## src/rtl/addsub_share_arb.sv

```systemverilog
// Round-robin (or fixed-priority with ADDSUB_FIXED_PRIO_EN) arbiter sharing one
// saturating 16-bit add/sub datapath among NUM_REQ requesters, registered result.
module cla_16bit (
    input  logic [15:0] i_a,
    input  logic [15:0] i_b,
    input  logic        i_cin,
    output logic [15:0] o_sum
);
    logic [15:0] w_p;
    logic [15:0] w_g;
    logic [15:0] w_c;
    logic [2:0]  w_gp;
    logic [2:0]  w_gg;
    logic [3:0]  w_gc;

    assign w_p = i_a ^ i_b;
    assign w_g = i_a & i_b;

    // Two-level lookahead: group carries first, then ripple within 4-bit groups
    always_comb begin
        w_gc    = '0;
        w_gc[0] = i_cin;
        w_gp    = '0;
        w_gg    = '0;
        for (int j = 0; j < 3; j++) begin
            w_gp[j] = &w_p[4*j +: 4];
            w_gg[j] = w_g[4*j+3]
                    | (w_p[4*j+3] & w_g[4*j+2])
                    | (w_p[4*j+3] & w_p[4*j+2] & w_g[4*j+1])
                    | (w_p[4*j+3] & w_p[4*j+2] & w_p[4*j+1] & w_g[4*j]);
            w_gc[j+1] = w_gg[j] | (w_gp[j] & w_gc[j]);
        end
    end

    always_comb begin
        w_c = '0;
        for (int j = 0; j < 4; j++) begin
            w_c[4*j] = w_gc[j];
            for (int k = 0; k < 3; k++) begin
                w_c[4*j+k+1] = w_g[4*j+k] | (w_p[4*j+k] & w_c[4*j+k]);
            end
        end
    end

    assign o_sum = w_p ^ w_c;
endmodule

module addsub_share_arb #(
    parameter int NUM_REQ = 4,
    parameter int IDW     = 2
) (
    input  logic                    clk,
    input  logic                    rst_n,
    input  logic [NUM_REQ-1:0]      req_valid,
    output logic [NUM_REQ-1:0]      req_ready,
    input  logic [16*NUM_REQ-1:0]   req_a,
    input  logic [16*NUM_REQ-1:0]   req_b,
    input  logic [NUM_REQ-1:0]      req_sub,
    output logic                    resp_valid,
    input  logic                    resp_ready,
    output logic [IDW-1:0]          resp_id,
    output logic [15:0]             resp_sum,
    output logic                    resp_ovfl
);
    logic               r_valid;
    logic [IDW-1:0]     r_id;
    logic [15:0]        r_sum;
    logic               r_ovfl;

    logic [NUM_REQ-1:0] w_gnt_oh;
    logic [IDW-1:0]     w_gnt_idx;
    logic               w_found;
    logic               w_can_accept;
    logic               w_accept;
    logic [15:0]        w_a;
    logic [15:0]        w_b;
    logic               w_sub;
    logic [15:0]        w_b_eff;
    logic [15:0]        w_raw;
    logic               w_ovfl;
    logic [15:0]        w_res;

`ifdef ADDSUB_FIXED_PRIO_EN
    always_comb begin
        w_gnt_oh  = '0;
        w_gnt_idx = '0;
        w_found   = 1'b0;
        for (int i = 0; i < NUM_REQ; i++) begin
            if (req_valid[i] && !w_found) begin
                w_found     = 1'b1;
                w_gnt_oh[i] = 1'b1;
                w_gnt_idx   = IDW'(i);
            end
        end
    end
`else
    logic [IDW-1:0] r_rr_ptr;

    // Pass one covers indices above the pointer, pass two wraps to the rest
    always_comb begin
        w_gnt_oh  = '0;
        w_gnt_idx = '0;
        w_found   = 1'b0;
        for (int i = 0; i < NUM_REQ; i++) begin
            if (req_valid[i] && !w_found && (i > int'(r_rr_ptr))) begin
                w_found     = 1'b1;
                w_gnt_oh[i] = 1'b1;
                w_gnt_idx   = IDW'(i);
            end
        end
        for (int i = 0; i < NUM_REQ; i++) begin
            if (req_valid[i] && !w_found && (i <= int'(r_rr_ptr))) begin
                w_found     = 1'b1;
                w_gnt_oh[i] = 1'b1;
                w_gnt_idx   = IDW'(i);
            end
        end
    end

    always_ff @(posedge clk) begin
        if (!rst_n) begin
            r_rr_ptr <= IDW'(NUM_REQ - 1);
        end else if (w_accept) begin
            r_rr_ptr <= w_gnt_idx;
        end
    end
`endif

    assign w_can_accept = ~r_valid | resp_ready;
    assign req_ready    = (rst_n && w_can_accept) ? w_gnt_oh : '0;
    assign w_accept     = |(req_valid & req_ready);

    always_comb begin
        w_a   = '0;
        w_b   = '0;
        w_sub = 1'b0;
        for (int i = 0; i < NUM_REQ; i++) begin
            if (w_gnt_oh[i]) begin
                w_a   = req_a[16*i +: 16];
                w_b   = req_b[16*i +: 16];
                w_sub = req_sub[i];
            end
        end
    end

    assign w_b_eff = w_sub ? ~w_b : w_b;

    cla_16bit u_cla (
        .i_a   (w_a),
        .i_b   (w_b_eff),
        .i_cin (w_sub),
        .o_sum (w_raw)
    );

    // Comparing against the effective B covers both the add and sub rules
    assign w_ovfl = (w_a[15] == w_b_eff[15]) && (w_raw[15] != w_a[15]);
    assign w_res  = !w_ovfl ? w_raw : (w_a[15] ? 16'h8000 : 16'h7FFF);

    always_ff @(posedge clk) begin
        if (!rst_n) begin
            r_valid <= 1'b0;
            r_id    <= '0;
            r_sum   <= '0;
            r_ovfl  <= 1'b0;
        end else if (w_accept) begin
            r_valid <= 1'b1;
            r_id    <= w_gnt_idx;
            r_sum   <= w_res;
            r_ovfl  <= w_ovfl;
        end else if (resp_ready) begin
            r_valid <= 1'b0;
        end
    end

    assign resp_valid = r_valid;
    assign resp_id    = r_id;
    assign resp_sum   = r_sum;
    assign resp_ovfl  = r_ovfl;
endmodule
```

## config.mk

```make
export PLATFORM = sky130hd
export DESIGN_NAME = addsub_share_arb
export DESIGN_NICKNAME = d
export VERILOG_FILES = /design/src/rtl/addsub_share_arb.sv
export SDC_FILE = /design/constraint.sdc
export NUM_CORES = 1
export LEC_CHECK = 0
export ABC_AREA = 1
export BUFFER_PORTS_ARGS = -buffer_cell sky130_fd_sc_hd__buf_2
export CAP_MARGIN = 20
export CORE_AREA = 2 2 86 80
export DETAILED_ROUTE_END_ITERATION = 8
export DIE_AREA = 0 0 88 82
export GPL_ROUTABILITY_DRIVEN = 0
export PLACE_DENSITY = 0.81
export SKIP_CTS_REPAIR_TIMING = 1
export SYNTH_ARGS = -nofsm -noshare
export SYNTH_HDL_FRONTEND = slang
export SYNTH_SLANG_ARGS = --single-unit
export TNS_END_PERCENT = 10
```

## constraint.sdc

```tcl
create_clock -name clk -period 5.5 [get_ports clk]
set_clock_uncertainty 0.2 [all_clocks]
set_input_delay 0.55 -clock clk [delete_from_list [all_inputs] [get_ports clk]]
set_output_delay 0.55 -clock clk [all_outputs]
set_load 0.02 [all_outputs]
```

Yosys cells after proc, flatten, opt, wreduce, memory -nomap -nowiden
Index checks and enable logic that the tools add are counted.

storage, ports and cells
  input port bits = 139
  bits in registers = 22
  word-level logic and storage cells = 136

cells by class
  magnitude comparators = 6
  multiplexer cells = 37
  bitwise gates (word level) = 61
  reductions and logical operators = 25
  equal/unequal tests = 2

operator list
  operator            number
  $mux 16             11
  $xor 16x16->16      2
  $and 1x1->1         30
  $or 1x1->1          25
  $mux 1              19
  $not 16->16         1
  $and 15x15->15      1
  $logic_and 1x1->1   14
  $mux 2              6
  $reduce_and 4->1    3
  $logic_not 1->1     6
  $and 4x4->4         1
  $gt 2x2->1 const A  2
  $le 2x2->1 const A  2
  $mux 4              1
  $reduce_or 4->1     1
  $gt 1x2->1 const A  1
  $le 1x2->1 const A  1
  $reduce_bool 2->1   1
  $eq 1x1->1          1
  $ne 1x1->1          1
  $not 1->1           1

Logic depth before layout (Yosys ltp)
Gate-level depths: netlist of run 1.

  word-level depth = 49
  mapped depth = 30

Cells and area by module
A second synthesis of run 1 with hierarchy kept.

second synthesis, totals
  cell total of the unflattened synthesis = 422
  area total of the unflattened synthesis = 2756.4 um^2

by module, submodules not included
  module            instances  cells an instance  area an instance (um^2)
  addsub_share_arb  1          346                2117.0
  cla_16bit         1          76                 639.4

Worst setup path before layout of run 1
OpenSTA, ideal clock, no wires.

  kind = input port to flip-flop
  start = in req_valid[1]
  end = reg r_sum[10], in the netlist resp_sum[10]
  slack = 688 ps
  stages on the path = 27
  arrival time = 4546 ps
  library setup time = 66 ps
  path through = nand2_2 nand3_4 nor2_4 nand3_1 nand2_2 buf_1 nand2_1 o21ai_0 xor2_1 inv_1 ha_1 nand2_1 inv_1 nand2_1 o21ai_0 nand2_1 nand2_1 a21oi_1 fa_1 fa_1 fa_1 inv_1 nand3_4 nand2_4 inv_2 buf_6 a21oi_2

between the ends
  cells in the longest elaborated chain, start to end = 48
  elaborated cells between the ends (all ways) = 98
  those cells by class = eq/ne: 2; mux: 28; bitwise: 45; reduce/logical: 23

RTL lines
  what                             RTL line  RTL
  start: declaration               54        input logic [NUM_REQ-1:0] req_valid,
  $logic_and 1x1->1                105       if (req_valid[i] && !w_found && (i > int'(r_rr_ptr))) begin
  $mux 1                           105
  $logic_not 1->1                  105
  $logic_and 1x1->1 (2 in series)  105
  $mux 1                           105
  $logic_not 1->1                  105
  $logic_and 1x1->1 (2 in series)  105
  $mux 1                           105
  [... 30 more ...]                --
  $and 1x1->1                      40        w_c[4*j+k+1] = w_g[4*j+k] | (w_p[4*j+k] & w_c[4*j+k]);
  $or 1x1->1                       40
  $and 1x1->1                      40
  $or 1x1->1                       40
  $xor 16x16->16                   45        assign o_sum = w_p ^ w_c;
  $ne 1x1->1                       156       assign w_ovfl = (w_a[15] == w_b_eff[15]) && (w_raw[15] != w_a[15]);
  $logic_and 1x1->1                156
  $mux 16                          157       assign w_res = !w_ovfl ? w_raw : (w_a[15] ? 16'h8000 : 16'h7FFF);
  end signal: assignment           168       r_sum <= w_res;
  end: declaration                 67        logic [15:0] r_sum;

Parallel ways exist; a longest one is shown, timed or not.
A chain may end at the register's enable or synchronous reset.

Final worst setup path of run 1
  start = reg r_rr_ptr[0]
  end = reg r_sum[1], in the netlist resp_sum[1]

between the ends
  cells in the longest elaborated chain, start to end = 49
  elaborated cells between the ends (all ways) = 102
  those cells by class = order compare: 6; eq/ne: 2; mux: 28; bitwise: 43; reduce/logical: 23

RTL lines
  what                             RTL line  RTL
  start: declaration               97        logic [IDW-1:0] r_rr_ptr;
  start signal: assignment         122       r_rr_ptr <= IDW'(NUM_REQ - 1);
  start signal: assignment         124       r_rr_ptr <= w_gnt_idx;
  $gt 1x2->1                       105
  $logic_and 1x1->1                105
  $mux 1                           105
  $logic_not 1->1                  105
  $logic_and 1x1->1 (2 in series)  105
  $mux 1                           105
  $logic_not 1->1                  105
  $logic_and 1x1->1 (2 in series)  105
  [... 31 more ...]                --
  $and 1x1->1                      40
  $or 1x1->1                       40
  $and 1x1->1                      40
  $or 1x1->1                       40
  $xor 16x16->16                   45
  $ne 1x1->1                       156
  $logic_and 1x1->1                156
  $mux 16                          157

Parallel ways exist; a longest one is shown, timed or not.

==> flow_summary.toml, run 1 <==
[sta]
report.final.setup_viol = 0
tightestPinTransition_ps = 459
slew_headroom_pct = 69.3
drv_slew = 0
period_needed_ps = 5080
layout_setup_ws_ps = 425
period_share_pct = 92.3
grt_setup_unrepaired = "yes"
final_hold_viol_count = 0
fmax_ghz = 0.197

[clock_tree]
tritoncts = "done"
total_number_of_clock_tree_sinks = 22
root_buffer = "clkbuf_8"
ctsHtreeMaxLevel = 1
worstSkewPairLatency_ps = 260
cts.reportedPaths.clkPinSlew_ps = 80
clockBufferDepth = 2
cts_inserted_buffers = 3

[placed_design]
detailedPlace.worstSlack_ps = 174
hpwlAfterDp_um = 7550
number_of_port_buffers = 162

[cells_and_area]
areaGrowthSynthToFinish_pct = 34.4
final_nets = 722
n_antenna_cell = 0
drive_above_1_share_pct = 38.1

[worst_setup_path]
cp_data_required_time_ps = 5500
critical_path.reg2reg.endpoint = "resp_sum[1]$_SDFFE_PN0P_"
ff2ff_path_depth = 25
timing.reg2reg.setup_slack_ps = 420
startpoint = "r_rr_ptr[0]$_SDFFE_PN1P_"
worst_setup_path_endpoint = "resp_sum[1]$_SDFFE_PN0P_"
critPathArrivalTime_ps = 5080
worst-path-max-fanout = 19
timing.setup.critical_path_class = "reg -> reg"
setup.worst_path.start_class = "flip-flop"
worstReg2RegStart = "r_rr_ptr[0]$_SDFFE_PN1P_"
timing.critical_path.to_type = "flip-flop"

[logic_synthesis]
top_cells_by_count_synth = "nand2_1 (104), inv_1 (45), o21ai_0 (32)"
synth_seq_cells = 22
number_of_enable_type_register_cells_in_the_synthesized_netlist = 0
synthesis.area_per_instance_um2 = 6.82
ys_types = 38
yosys-top-cells-area = "dfxtp_1 (16%), nand2_1 (14%), fa_1 (8.0%)"
ys_warn_count = 0
proportion_of_register_bits_with_asynchronous_set_or_reset_after_synthesis_pct = 0
synth_largest_type_area_fraction_pct = 15.9
yosysMostFrequentCell = "nand2_1"
synthesis.area_um2 = 2760
postSynth.topFlopCell = "dfxtp_1"
share_of_synthesized_area_occupied_by_flip_flops_and_latches_pct = 15.9
synth_area_leader_cell = "dfxtp_1"
syn_inst = 405
synthesis.nets = 567

[global_routing]
grt_pass1_wl_um = 13900
grt_antenna_before_repair = 0
globalRoute.totalOverflow = 0
grt_pass1_vias = 3054
grt_start_max_net_pins = 28
grt_usage_pct = 24.5

[detailed_routing]
detail_route.wirelength_um = 8880
dr_total_vias = 3300
via_count_normalized_by_instance_count = 5.08
antenna_violating_nets_post_route = 0
drt_iter0_drc = 132
pre_repair_dr_iteration_count = 5
drt_wl_cell_um = 13.7
post-route-drc-count = 0

[pwr]
relative_contribution_of_combinational_cells_to_total_power_pct = 78.3
power.density_nw_per_um2 = 499
switchingPower_mw = 0.993
finalPower_mw = 1.85
switching_share_pct = 53.6
share_of_total_power_in_the_clock_network_pct = 8.0
p_seq_share_pct = 13.7
total_internal_power_mw = 0.860
irDropWorstVdd_mv = 0.207
p_leak_nw = 2.03

[floorplan]
pin_count = 163
floorplan.initialDensity_pct = 43.6
die-area_um2 = 7220
die_extent_in_y_um = 82
core_region_area_um2 = 6340
die_width_um = 88
std_cell_rows = 28

[run]
drv.max_cap_violation_count = 0

[status]
outcome = "complete, no violations"

[hold_path]
class_of_the_most_critical_hold_timing_path = "reg -> reg"
placed cells by master (no fill, tap or decap), drive strengths merged:
cell	count
a21boi	1
xor2	16
a22oi	1
o21ai	37
nand4	6
a41oi	4
a221oi	20
bufinv	1
nand2	118
or2	3
xnor2	2
a31o	1
ha	12
a221o	1
fa	11
nor3b	1
clkbuf	3
buf	168
inv	48
dfxtp	22
o211ai	1
a21oi	28
nor2	33
a31oi	1
nand3	20
worst max-delay path: stages (launching register included):
cell and delay, ps:
dfxtp_1 370, nand2_1 130, nand2_2 110, nand3_4 110, nor2_4 130, nand2_2 80
nand2_4 200, buf_4 270, a221oi_1 100, o21ai_0 220, xor2_1 280, inv_1 80
ha_1 330, nand2_1 70, nor2_1 110, nand2_1 60, nand2_1 80, a21oi_1 90
fa_1 460, fa_1 460, fa_1 460, inv_1 130, nand3_4 110, nand2_4 90
inv_2 140, a21oi_1 150
routing by layer:
layer	vias up	GRT usage (%)	share of wire [%]
met5	-	0	0
met4	0	7.85	2.2
met3	16	2.11	7.0
met2	157	42.0	47
met1	1469	32.5	44
li1	1658	-	-
area by class of cell:
type                    count  area [µm²]
inverters                  48         180
well taps                  90         113
repair buffers            168         856
clock buffers               3        41.3
flip-flops and latches     22         440
clock inverters             1        30.0
multi-input cells         317        2050
fillers                   616        2630
how the worst min path moves through the flow:
stage	slack (ps)	from	end	depth (start not counted)
2_1_floorplan	250	r_rr_ptr[0]$_SDFFE_PN1P_	r_rr_ptr[0]$_SDFFE_PN1P_	2
3_3_place_gp	250	resp_id[0]$_SDFFE_PN0P_	resp_id[0]$_SDFFE_PN0P_	2
3_5_place_dp	250	resp_id[0]$_SDFFE_PN0P_	resp_id[0]$_SDFFE_PN0P_	2
4_1_cts	270	resp_id[0]$_SDFFE_PN0P_	resp_id[0]$_SDFFE_PN0P_	2
5_1_grt	300	resp_id[0]$_SDFFE_PN0P_	resp_id[0]$_SDFFE_PN0P_	2
6_report	260	resp_id[1]$_SDFFE_PN0P_	resp_id[1]$_SDFFE_PN0P_	2
metrics by stage:
step / TNS (ps) / util [%] / instances / hold slack [ps] / instance area [µm²]
4_1_cts: 0 / 58.6 / 649 / 268 / 3710
3_3_place_gp: 0 / 57.4 / 645 / 254 / 3640
3_5_place_dp: 0 / 57.4 / 645 / 254 / 3640
5_1_grt: -11.3 / 58.6 / 649 / 298 / 3710
2_1_floorplan: 0 / - / 405 / 251 / 2760
6_report: 0 / 58.6 / 649 / 265 / 3710
registers in the layout, summed over array words and instances, names as in the netlist:
signal / count
r_rr_ptr: 2
resp_id: 2
resp_ovfl: 1
resp_valid: 1
resp_sum: 16
power groups by stage:
stage               clock network (mW)  logic, mW  registers [mW]
detailed placement                   0       1.45           0.257
finish                           0.148       1.45           0.253
global placement                     0       1.41           0.255
floorplan                            0       1.02           0.326
global route                     0.156       1.65           0.262
CTS                              0.149       1.46           0.253
cell families after synthesis:
group / Yosys count / share of synthesized area, %
buffers and inverters: 66 / 9.74
adder cells (fa/ha/maj): 23 / 13.4
AND/OR/NAND/NOR: 181 / 32.6
AO/OA/AOI/OAI: 95 / 22.6
XOR/XNOR: 18 / 5.71
flip-flops: 22 / 15.9
Note: power is estimated with default switching activity, not from simulation.
==> inputs of run 2 (changes only) <==
--- a/config.mk
+++ b/config.mk
@@ -12,9 +12,10 @@
 export DETAILED_ROUTE_END_ITERATION = 8
 export DIE_AREA = 0 0 88 82
 export GPL_ROUTABILITY_DRIVEN = 0
-export PLACE_DENSITY = 0.81
+export PLACE_DENSITY = 0.8
 export SKIP_CTS_REPAIR_TIMING = 1
 export SYNTH_ARGS = -nofsm -noshare
 export SYNTH_HDL_FRONTEND = slang
+export SYNTH_HIERARCHICAL = 1
 export SYNTH_SLANG_ARGS = --single-unit
 export TNS_END_PERCENT = 10
==> flow_summary.toml, run 2 <==
[logic_synthesis]
syn_inst = 422
muxShareOfSynthArea_pct = 0
synth_area_leader_cell = "dfxtp_1"
yosys.area_share.adder_pct = 14.2
synthesis.area_per_instance_um2 = 6.53
main_combinational_cell_family_by_area_after_synthesis = "simple AND/OR/NAND/NOR gates"
synth_seq_cells = 22
synthesis.area_um2 = 2760
yosys.area_share.simple_pct = 37.5
postSynth.topFlopCell = "dfxtp_1"
proportion_of_register_bits_with_asynchronous_set_or_reset_after_synthesis_pct = 0
yosysMostFrequentCell = "nand2_1"
synthesis.nets = 585
synth_largest_type_area_fraction_pct = 16.0
ys_types = 34
ys_warn_count = 6
synth-compound-area-share_pct = 15.9
share_of_synthesized_area_occupied_by_flip_flops_and_latches_pct = 16.0
xor_xnor_portion_of_the_synthesized_cell_area_pct = 6.35
top_cells_by_count_synth = "nand2_1 (106), nor2_1 (51), inv_1 (46)"
number_of_enable_type_register_cells_in_the_synthesized_netlist = 0
yosys-top-cells-area = "dfxtp_1 (16%), nand2_1 (14%), fa_1 (8.7%)"

[cells_and_area]
final_common_cell = "buf_2"
areaGrowthSynthToFinish_pct = 34.6
largest_register_ff_count = 16
post_layout_cell_count = 664
n_antenna_cell = 0
most_used_cells_in_the_layout_excluding_fill_and_tap_cells = "buf_2 (162), nand2_1 (106), nor2_1 (51), inv_1 (46), o21ai_0 (27)"
final_nets = 738
drive_above_1_share_pct = 36.6
filler_cell_count = 634

[clock_tree]
total_number_of_clock_tree_sinks = 22
cts_inserted_buffers = 3
worstSkewPairLatency_ps = 260
tritoncts = "done"
cts.reportedPaths.clkPinSlew_ps = 90
root_buffer = "clkbuf_8"
ctsHtreeMaxLevel = 1
clockBufferDepth = 2

[detailed_routing]
drt_wl_cell_um = 12.2
drt-met1-wl_um = 3620
antenna_violating_nets_post_route = 0
detail_route.wirelength_um = 8120
top_layer_used = "met4"
met3WireLength_um = 391
drt_iter0_drc = 169
dr_total_vias = 3246
post-route-drc-count = 0
met2_wirelength_um = 4000
pre_repair_dr_iteration_count = 4
via_count_normalized_by_instance_count = 4.89

[sta]
period_share_pct = 90.9
final_hold_viol_count = 0
fmax_ghz = 0.200
drv_slew = 0
slew_headroom_pct = 58.6
grt_setup_unrepaired = "no"
report.final.setup_viol = 0
tightestPinTransition_ps = 619
fin_setup_tns_ps = 0
period_needed_ps = 5000

[run]
drv.max_cap_violation_count = 0

[worst_setup_path]
critPathArrivalTime_ps = 5010
worst-path-max-fanout = 16
timing.setup.critical_path_class = "in -> reg"
setup.worst_path.start_class = "primary input"
timing.critical_path.to_type = "flip-flop"
cp_data_required_time_ps = 5510

[floorplan]
floorplan.initialDensity_pct = 43.5
die_width_um = 88
die_extent_in_y_um = 82
std_cell_rows = 28
pin_count = 163
die-area_um2 = 7220
core_region_area_um2 = 6340

[pwr]
power.density_nw_per_um2 = 500
p_leak_nw = 1.94
irDropWorstVdd_mv = 0.209

[status]
outcome = "complete, no violations"

[global_routing]
globalRoute.totalOverflow = 0
grt_usage_pct = 21.7
grt_pass1_wl_um = 12500
grt_antenna_before_repair = 0
grt_pass1_vias = 2835
grt_start_max_net_pins = 35

[hold_path]
class_of_the_most_critical_hold_timing_path = "reg -> reg"

[placed_design]
place.detailed.instances = 660
number_of_port_buffers = 162
hpwlAfterDp_um = 6860
==> run 2: cell types whose count changed after synthesis, sizes merged, moves of 2 or more <==
cell	change
a21oi	-8
a221oi	-5
a41oi	-3
buf	-8
clkbuf	+10
inv	+3
nand3	+3
nand4	+10
nor2	+24
o21ai	-9
or2	-2
xnor2	+2
==> run 2: metrics by stage <==
stage               utilization [%]  hold slack (ps)  power, mW  cell area, µm²  worst slack [ps]
floorplan                         -              302       1.36            2760               646
global placement               57.4              254       1.67            3640               304
detailed placement             57.4              264       1.71            3640               200
CTS                            58.5              274       1.86            3710               486
global route                   58.5              283       2.07            3710              64.9
finish                         58.5              271       1.86            3710               500
==> run 2: cell type report <==
| type | instances | area, µm² | area share [%] |
|---|---|---|---|
| well taps | 90 | 113 | 3.04 |
| clock buffers | 3 | 41.3 | 1.11 |
| clock inverters | 1 | 30.0 | 0.809 |
| repair buffers | 168 | 856 | 23.1 |
| flip-flops and latches | 22 | 440 | 11.9 |
| inverters | 51 | 191 | 5.16 |
| multi-input cells | 329 | 2040 | 54.9 |
==> run 2: path summary, 6_finish.rpt <==
| kind | startpoint | endpoint | slack, ps | cells after the start |
|---|---|---|---|---|
| worst max-delay path | req_valid[1] | resp_sum[12]$_SDFFE_PN0P_ | 500 | 21 |
| worst min-delay path | resp_id[0]$_SDFFE_PN0P_ | resp_id[0]$_SDFFE_PN0P_ | 270 | 2 |
| worst max register to register | r_rr_ptr[1]$_SDFFE_PN1P_ | resp_sum[12]$_SDFFE_PN0P_ | 510 | 27 |
| worst min register to register | resp_id[0]$_SDFFE_PN0P_ | resp_id[0]$_SDFFE_PN0P_ | 270 | 2 |
==> run 2: cell families (layout without fill, tap and decap cells) <==
logic type	after synthesis	in the layout
XOR/XNOR	20	20
adder cells (fa/ha/maj)	24	24
AND/OR/NAND/NOR	217	217
flip-flops	22	22
buffers and inverters	71	223
AO/OA/AOI/OAI	68	68
==> run 2: power by group <==
| part | total (mW) | switching, mW | internal, mW | leakage (nW) |
|---|---|---|---|---|
| Sequential | 0.236 | 0.0238 | 0.213 | 0.181 |
| Combinational | 1.47 | 0.910 | 0.558 | 1.72 |
| Clock | 0.152 | 0.0547 | 0.0973 | 0.0357 |
==> run 2: metal layers <==
layer / global-route usage [%] / vias up
li1: - / 1674
met1: 29.5 / 1454
met2: 37.0 / 107
met3: 1.51 / 11
met4: 6.62 / 0
met5: 0 / -
==> run 2: worst max-delay path, stage by stage <==
cell and delay [ps]:
buf_2 120, inv_1 110, nor2_1 90, a41oi_2 190
inv_1 250, buf_4 290, a221oi_1 270, o21ai_0 130
xor2_1 150, ha_1 340, a21oi_1 150, o211a_1 150
nand2_1 70, fa_1 380, fa_1 390, fa_1 390
xnor2_1 310, nand4_2 200, nor2_4 240, nor2_1 90
a21oi_2 140
==> inputs of run 3 (changes only) <==
==> constraint.sdc (replaced) <==
create_clock -name clk -period 4.65 [get_ports clk]
set_clock_uncertainty 0.2 [all_clocks]
set_input_delay 0.465 -clock clk [delete_from_list [all_inputs] [get_ports clk]]
set_output_delay 0.465 -clock clk [all_outputs]
set_load 0.02 [all_outputs]
==> flow_summary.toml, run 3 (synthesis results as in run 2) <==
[status]
outcome = "complete, but fails checks"
violations = "negative setup slack"

[floorplan]
floorplan.initialDensity_pct = 43.5
std_cell_rows = 28
core_region_area_um2 = 6340
die_extent_in_y_um = 82
die-area_um2 = 7220
die_width_um = 88
pin_count = 163

[hold_path]
hold_path_startpoint = "resp_id[0]$_SDFFE_PN0P_"
min_path_cells = 2
class_of_the_most_critical_hold_timing_path = "reg -> reg"
worstHoldEndpoint = "resp_id[0]$_SDFFE_PN0P_"

[clock_tree]
clockBufferDepth = 2
cts_inserted_buffers = 3
cts.reportedPaths.clkPinSlew_ps = 80
total_number_of_clock_tree_sinks = 22
ctsHtreeMaxLevel = 1
root_buffer = "clkbuf_8"
tritoncts = "done"
worstSkewPairLatency_ps = 270

[worst_setup_path]
worst-path-max-fanout = 8
cp_data_required_time_ps = 4600
setup.worst_path.start_class = "flip-flop"
crit_family = "adder cells"
worstReg2RegStart = "r_rr_ptr[1]$_SDFFE_PN1P_"
startpoint = "r_rr_ptr[1]$_SDFFE_PN1P_"
timing.reg2reg.setup_slack_ps = -140
cp_common_cell = "nand2_2"
critical_path.reg2reg.endpoint = "resp_sum[13]$_SDFFE_PN0P_"
ff2ff_path_depth = 25
critical_path.n_buffers_inverters = 2
crit_path_top_delay_cell = "fa_1"
critical-path-max-stage-delay_ps = 380
critPathArrivalTime_ps = 4740
timing.critical_path.to_type = "flip-flop"
timing.setup.critical_path_class = "reg -> reg"

[cells_and_area]
areaGrowthSynthToFinish_pct = 56.9
final_core_utilization_pct = 68.2
most_used_cells_in_the_layout_excluding_fill_and_tap_cells = "buf_2 (163), nand2_1 (103), buf_4 (62), nor2_1 (50), inv_1 (45)"
final_nets = 799
largest_register_ff_count = 16
post_route_design_area_um2 = 4320
final_common_cell = "buf_2"
filler_cell_count = 550
n_antenna_cell = 0
drive_above_1_share_pct = 46.1

[pwr]
power.density_nw_per_um2 = 614
irDropWorstVdd_mv = 0.307
p_leak_nw = 2.26

[detailed_routing]
pre_repair_dr_iteration_count = 4
drt_wl_cell_um = 13.7
dr_total_vias = 3658
drt_iter0_drc = 145
via_count_normalized_by_instance_count = 5.05
post-route-drc-count = 0
antenna_violating_nets_post_route = 0
detail_route.wirelength_um = 9950

[sta]
slew_headroom_pct = 58.3
period_share_pct = 103
hold_ws_ps = 264
layout_setup_ws_ps = -140
final_hold_viol_count = 0
report.final.setup_viol = 16
grt_setup_unrepaired = "yes"
tightestPinTransition_ps = 624
fin_setup_tns_ps = -1920
fmax_ghz = 0.209
drv_slew = 0
period_needed_ps = 4790

[placed_design]
detailedPlace.worstSlack_ps = -427
number_of_port_buffers = 162
hpwlAfterDp_um = 7610
dpl_cell_area_um2 = 4010

[global_routing]
globalRoute.totalOverflow = 0
grt_start_max_net_pins = 35
grt_pass1_wl_um = 14300
grt_antenna_before_repair = 0
grt_usage_pct = 24.9
grt_pass1_vias = 3207

[run]
drv.max_cap_violation_count = 0
-- run 3: cell types whose count changed in the layout (fill, tap and decap cells not counted), moves of 3 or more --
cell and delta:
a221oi_1 -4, o21ai_0 -6, nand2_2 +3, o21ai_1 +5
buf_4 +56, a221oi_2 +3, nand3_1 -3, nand2_1 -3
-- run 3: worst max-delay path by stage --
stage	endpoint	slack, ps	depth (start not counted)
after CTS	resp_sum[11]$_SDFFE_PN0P_	-260	24
after detailed placement	resp_sum[11]$_SDFFE_PN0P_	-430	24
after floorplan	resp_sum[12]$_SDFFE_PN0P_	20	26
final	resp_sum[13]$_SDFFE_PN0P_	-140	25
after global routing	resp_sum[6]$_SDFFE_PN0P_	-370	24
after global placement	resp_sum[11]$_SDFFE_PN0P_	-240	24
-- run 3: worst min-delay path, stage by stage (launching register included) --
cell and delay, ps:
dfxtp_1 310, nand2_1 60, a21oi_1 50
-- run 3: metal layers --
layer	GRT usage, %	wire, µm	vias up
li1	-	-	1806
met1	30.9	4110	1641
met2	44.5	4920	178
met3	2.81	630	33
met4	8.77	293	0
met5	0	0	-
-- run 3: per-stage QoR --
| stage | cells | power (mW) |
|---|---|---|
| 2_1_floorplan | 422 | 1.63 |
| 3_3_place_gp | 707 | 2.25 |
| 3_5_place_dp | 707 | 2.31 |
| 4_1_cts | 711 | 2.46 |
| 5_1_grt | 725 | 2.91 |
| 6_report | 725 | 2.66 |
-- run 3: layout make-up --
| cell class | count | area [µm²] | area share, % |
|---|---|---|---|
| clock buffer | 4 | 55.1 | 1.27 |
| inverter | 51 | 198 | 4.57 |
| multi-input combinational | 331 | 2190 | 50.8 |
| sequential | 22 | 443 | 10.2 |
| tap | 90 | 113 | 2.60 |
| timing repair buffer | 227 | 1320 | 30.6 |
-- run 3: power breakdown --
part           switching [mW]  total, mW  internal (mW)
registers              0.0298      0.282          0.253
clock network          0.0645      0.140         0.0757
logic                    1.25       2.23          0.980
total                    1.35       2.66           1.31
